===== config.mk =====
export PLATFORM = sky130hd
export DESIGN_NAME = lcd_scanout
export DESIGN_NICKNAME = d
export VERILOG_FILES = /design/src/rtl/lcd_scanout.sv
export SDC_FILE = /design/constraint.sdc
export NUM_CORES = 1
export LEC_CHECK = 0
export BUFFER_PORTS_ARGS = -buffer_cell sky130_fd_sc_hd__buf_2
export CORE_MARGIN = 4
export CORE_UTILIZATION = 60
export CTS_CLUSTER_SIZE = 40
export DETAILED_ROUTE_END_ITERATION = 6
export PLACE_DENSITY = 0.81
export SYNTH_ARGS = -nofsm -noshare
export SYNTH_HDL_FRONTEND = slang
export SYNTH_SLANG_ARGS = --single-unit

===== constraint.sdc =====
create_clock -name clk -period 5.1 [get_ports clk]
set_input_delay 1.02 -clock clk [delete_from_list [all_inputs] [get_ports clk]]
set_output_delay 1.02 -clock clk [all_outputs]
set_load 0.01 [all_outputs]

===== src/rtl/lcd_scanout.sv =====
// LCD scan-out engine: walks the VRAM read port and emits a VGA-style raster
// with the 640x64 LCD bitmap scaled vertically into a window starting at V_TOP.
module lcd_scanout #(
  parameter int H_ACTIVE = 640,
  parameter int H_FP     = 16,
  parameter int H_SYNC   = 96,
  parameter int H_BP     = 48,
  parameter int V_ACTIVE = 480,
  parameter int V_FP     = 10,
  parameter int V_SYNC   = 2,
  parameter int V_BP     = 33,
  parameter int V_SCALE  = 4,
  parameter int V_TOP    = 112
) (
  input  logic        clk,
  input  logic        reset,
  output logic [13:0] vram_rp_a,
  input  logic [3:0]  vram_rp_do,
  input  logic        lcd_on,
  output logic        hsync_n,
  output logic        vsync_n,
  output logic        de,
  output logic        pix,
  output logic        frame_start
);
  localparam int H_TOTAL = H_ACTIVE + H_FP + H_SYNC + H_BP;
  localparam int V_TOTAL = V_ACTIVE + V_FP + V_SYNC + V_BP;

  localparam logic [9:0] H_LAST   = 10'(H_TOTAL - 1);
  localparam logic [9:0] V_LAST   = 10'(V_TOTAL - 1);
  localparam logic [9:0] HA       = 10'(H_ACTIVE);
  localparam logic [9:0] VA       = 10'(V_ACTIVE);
  localparam logic [9:0] HS_BEG   = 10'(H_ACTIVE + H_FP);
  localparam logic [9:0] HS_END   = 10'(H_ACTIVE + H_FP + H_SYNC);
  localparam logic [9:0] VS_BEG   = 10'(V_ACTIVE + V_FP);
  localparam logic [9:0] VS_END   = 10'(V_ACTIVE + V_FP + V_SYNC);
  localparam logic [9:0] WIN_BEG  = 10'(V_TOP);
  localparam logic [9:0] WIN_END  = 10'(V_TOP + 64 * V_SCALE);
  // Row/sub clear on the last edge before the window so line V_TOP starts at row 0.
  localparam logic [9:0] CLR_LINE = 10'((V_TOP == 0) ? V_TOTAL - 1 : V_TOP - 1);
  localparam logic [2:0] SUB_LAST = 3'(V_SCALE - 1);

  typedef struct packed {
    logic       de;
    logic       hs;
    logic       vs;
    logic       fs;
    logic       win;
    logic [1:0] sel;
  } ctl_t;

  logic [9:0]      hcnt, vcnt;
  logic [2:0]      sub;
  logic [5:0]      row;
  logic            line_end, win_line, in_win;
  logic            lcd_on_frame;
  ctl_t            ctl0;
  ctl_t [2:1]      ctl_pipe;

  assign line_end = (hcnt == H_LAST);
  assign win_line = (vcnt >= WIN_BEG) && (vcnt < WIN_END);
  assign in_win   = win_line && (hcnt < HA);

  // Stage 0: raster position and LCD row tracking
  always_ff @(posedge clk) begin
    if (reset) begin
      hcnt <= '0;
      vcnt <= '0;
      sub  <= '0;
      row  <= '0;
    end else begin
      hcnt <= line_end ? '0 : hcnt + 10'd1;
      if (line_end) begin
        vcnt <= (vcnt == V_LAST) ? '0 : vcnt + 10'd1;
        if (vcnt == CLR_LINE) begin
          sub <= '0;
          row <= '0;
        end else if (win_line) begin
          if (sub == SUB_LAST) begin
            sub <= '0;
            if (row != 6'd63) row <= row + 6'd1;  // saturate: no wrap mid-frame
          end else begin
            sub <= sub + 3'd1;
          end
        end
      end
    end
  end

  always_comb begin
    ctl0     = '0;
    ctl0.de  = (hcnt < HA) && (vcnt < VA);
    ctl0.hs  = (hcnt >= HS_BEG) && (hcnt < HS_END);
    ctl0.vs  = (vcnt >= VS_BEG) && (vcnt < VS_END);
    ctl0.fs  = (hcnt == '0) && (vcnt == '0);
    ctl0.win = in_win;
    ctl0.sel = hcnt[1:0];
  end

  // Stages 1-2: VRAM address issue, control delay line, per-frame screen enable
  always_ff @(posedge clk) begin
    if (reset) begin
      vram_rp_a    <= '0;
      ctl_pipe     <= '0;
      lcd_on_frame <= 1'b0;
    end else begin
      vram_rp_a <= in_win ? {row, hcnt[9:2]} : 14'd0;
      ctl_pipe  <= {ctl_pipe[1], ctl0};
      if (ctl0.fs) lcd_on_frame <= lcd_on;
    end
  end

  // Stage 3: output register, aligned with the returned nibble
  always_ff @(posedge clk) begin
    if (reset) begin
      hsync_n     <= 1'b1;
      vsync_n     <= 1'b1;
      de          <= 1'b0;
      pix         <= 1'b0;
      frame_start <= 1'b0;
    end else begin
      hsync_n     <= ~ctl_pipe[2].hs;
      vsync_n     <= ~ctl_pipe[2].vs;
      de          <= ctl_pipe[2].de;
      frame_start <= ctl_pipe[2].fs;
      pix         <= vram_rp_do[ctl_pipe[2].sel] & ctl_pipe[2].win & lcd_on_frame;
    end
  end

endmodule

==> impl_results.md <==
- Status: finished, final reports clean
- First-pass GRT wire length: roughly 8 mm
- Hold depth: 1
- Largest area contributor in the netlist: dfxtp_1
- Critical Path End Type: flop
- Setup WS post-layout: 2850 ps
- CTS tree: done
- # setup viols final: 0
- Inst Count DP: roughly 330
- Port Buffers: 25
- R2R cell count: 5
- Critical Path AT: approximately 2500 ps
- # rows: 23
- CTS Root Cell: clkbuf_8
- Synth top area share: between 40% and 50%
- Post-synth top cells: dfxtp_1, nor2_1, nand2_1, and2_1, nand3_1
- Worst path max stage delay: 650 ps
- Post-CTS setup buffer count: 0
- Worst Path Max Fanout: 20
- Ys Warns: 0
- TritonCTS Buffers: 9
- Net count, final: roughly 310
- Critical Path RT: approximately 5300 ps
- Least-Margin Pin Slew: roughly 710 ps
- Mux share of post-synthesis cell area: 2.07%
- Vias in the first global route: about 1900
- Synth Area in Adders: around 3.0%
- Initial DRC count: 85
- Compound-Gate Fraction of Synth Area: ~6.6%
- Slowest cell on crit path: or4_4
- Global routing's busiest layer: met2
- Fin crit share: roughly 44%
- Max IR drop VDD: roughly 270 uV
- DP Worst Slack: 2710 ps
- Top-count cell post-synth: dfxtp_1
- Top cells by area, synth: dfxtp_1, nor2_1, and2_1
- Hold-fix buffers, CTS: 0
- WL final: 4.93 mm
- Sequential share of power: a little under half
- Layout cells sized above 1: about 16%
- RSZ-0062 raised after global routing: false
- Synthesized area: between 2000 and 3000 um^2
- Synthesized-area fraction occupied by and/or/nand/nor cells: approximately 29%
- Width of the die: between 70 and 80 um
- Worst slew margin: about 52%
- Area delta synth->final: 14.5%
- Top FF cell, synth: dfxtp_1
- Switch share: between 20% and 30%
- Post-Synthesis Cells: 273
- Placeable Area: between 4000 and 5000 um^2
- Non-Filler Instances: approximately 350
- Psw: around 0.23 mW
- Register Area: 1260 um^2
- Met1 GRT Util: 24.4%
- All-layer global routing usage: roughly a fifth
- Comb power frac: approximately 2.8%
- Initial core utilization: between 60% and 70%
- Pre-antenna DRT Iters: 4
- Deepest clock path buffer count: 2
- Initial antenna violation count: 0
- Max Slew Vio Count: 0
- Seq/Total Area, Yosys: ~50%
- Crit path cell chain: ha_1 -> nand3_1 -> or4_4 -> o31ai_2 -> nor2_1
- Critical path type: reg2reg
- Htree depth: 3
- Vias: around 2000
- Top-Level Pins: 26
- Internal power: ~0.85 mW
- Main combinational cell family by area after synthesis: simple AND/OR/NAND/NOR gates
- Worst Hold Class: reg2reg
- Async S/R FF share, synth: 0%
- Clock power frac: 50.0%
- CTS sink cnt: between 60 and 70
- Largest net degree at the start of global routing: 27
- GRT overflow: 0
- DP HPWL: ~3.2 mm
- Area of the multi-input gates: 1180 um^2
- Count of final hold-check violations: 0
- Die height: 73.1 um
- Worst-case clock skew: ~10 ps
- Final Wtd Congestion: roughly 0.8
- Power per cell area: between 300 and 400 nW/um^2
- CTS resizes: 0
- Fmax achieved: 444 MHz
- Die ar.: around 5300 um^2
- Synth Register Bits: 63
- Ant. Diodes: 0
- Synth Area per Inst: approximately 9.3 um^2
- DR WL/cell: approximately 14 um
- Max cap viols: 0
- Leak: between 1 and 1.5 nW
- Met2 Usage GRT: a little under a third
- Drc violations: 0
- Final min period: around 2300 ps
- Syn Nets: roughly 290
- Type of origin of the critical path: flop
- Fillcell total: slightly below 300
- Number of synthesized flops with an enable pin: 0
- Clk_lat worst skew: between 300 and 400 ps
- Clock Pin Slew Worst Setup and Hold Paths: around 80 ps
- GR Util met3: approximately 6.7%
- Post-route ant nets: 0
- Setup TNS: 0 ps
- Routed vias/inst: about 5.7
- Synth Area in XOR/XNOR: 5.51%
- Cell variety after synth: 42
==> power by group through the flow <==
stage	sequential (mW)	combinational [mW]	clock, mW
after floorplan	0.519	0.0223	0
after global placement	0.520	0.0290	0
after detailed placement	0.521	0.0298	0
after CTS	0.509	0.0302	0.549
after global routing	0.511	0.0343	0.572
final	0.509	0.0300	0.539
==> placed cells by master (no fill, tap or decap), types with 2 or more instances in the layout <==
cell type,synthesis,final
xor2_1,7,7
and3_1,7,7
and2_1,17,17
nand4_1,4,4
mux2i_1,3,3
nor3_1,10,10
o21ai_0,4,4
inv_1,8,8
a31oi_1,6,6
nor2b_1,9,9
nor2_1,34,34
nand2_1,18,18
nand3_1,17,17
ha_1,6,6
a21oi_1,4,4
clkbuf_8,0,9
nand4b_1,2,2
inv_6,0,4
dfxtp_1,63,63
buf_2,4,25
and4_1,2,2
xnor2_1,9,9
nor4_1,5,5
or3_1,5,5
bufinv_16,0,3
==> routing by layer <==
| layer | vias to the layer above | share of wire [%] |
|---|---|---|
| met5 | - | 0 |
| met4 | 0 | 2.1 |
| met3 | 14 | 6.0 |
| met2 | 60 | 47 |
| met1 | 927 | 45 |
| li1 | 985 | - |
==> cell type report <==
type,instances,share of cell area [%]
sequential,63,43.4
clock inverter,7,4.30
clock buffer,9,4.26
inverter,8,1.03
tap,50,2.15
multi-input combinational,187,40.6
timing repair buffer,25,4.30
==> through the flow <==
step                hold slack [ps]  util (%)  total power [mW]  area [um^2]
floorplan                       343         -             0.541         2540
global placement                362      65.6             0.549         2660
detailed placement              363      65.6             0.551         2660
CTS                             390      71.7              1.09         2910
global route                    411      71.7              1.12         2910
finish                          389      71.7              1.08         2910
==> final timing paths <==
check	startpoint	to	slack [ps]
worst min-delay path	ctl_pipe[12]	hsync_n	390
worst max-delay path	hcnt[0]	vcnt[7]	2850
worst min register to register	ctl_pipe[12]	hsync_n	390
worst max register to register	hcnt[0]	vcnt[7]	2850
==> critical path, delay by kind of cell (launching register included) <==
kind	cells	cell delay (ps)
adder cells (fa/ha/maj)	1	230
flip-flops	1	400
AND/OR/NAND/NOR	3	890
AO/OA/AOI/OAI	1	600
==> cell families (layout without fill, tap and decap cells) <==
| kind of cell | after synthesis | in the layout |
|---|---|---|
| multiplexers | 4 | 4 |
| buffers and inverters | 23 | 49 |
| AO/OA/AOI/OAI | 23 | 23 |
| adder cells (fa/ha/maj) | 6 | 6 |
| flip-flops | 63 | 63 |
| XOR/XNOR | 16 | 16 |
| AND/OR/NAND/NOR | 138 | 138 |
==> registers in the layout, summed over array words and instances (netlist names) <==
signal        cells
vram_rp_a        14
de                1
hcnt             10
row               6
hsync_n           1
pix               1
vsync_n           1
vcnt             10
frame_start       1
lcd_on_frame      1
ctl_pipe         14
sub               3
(Power assumes the default switching activity.)
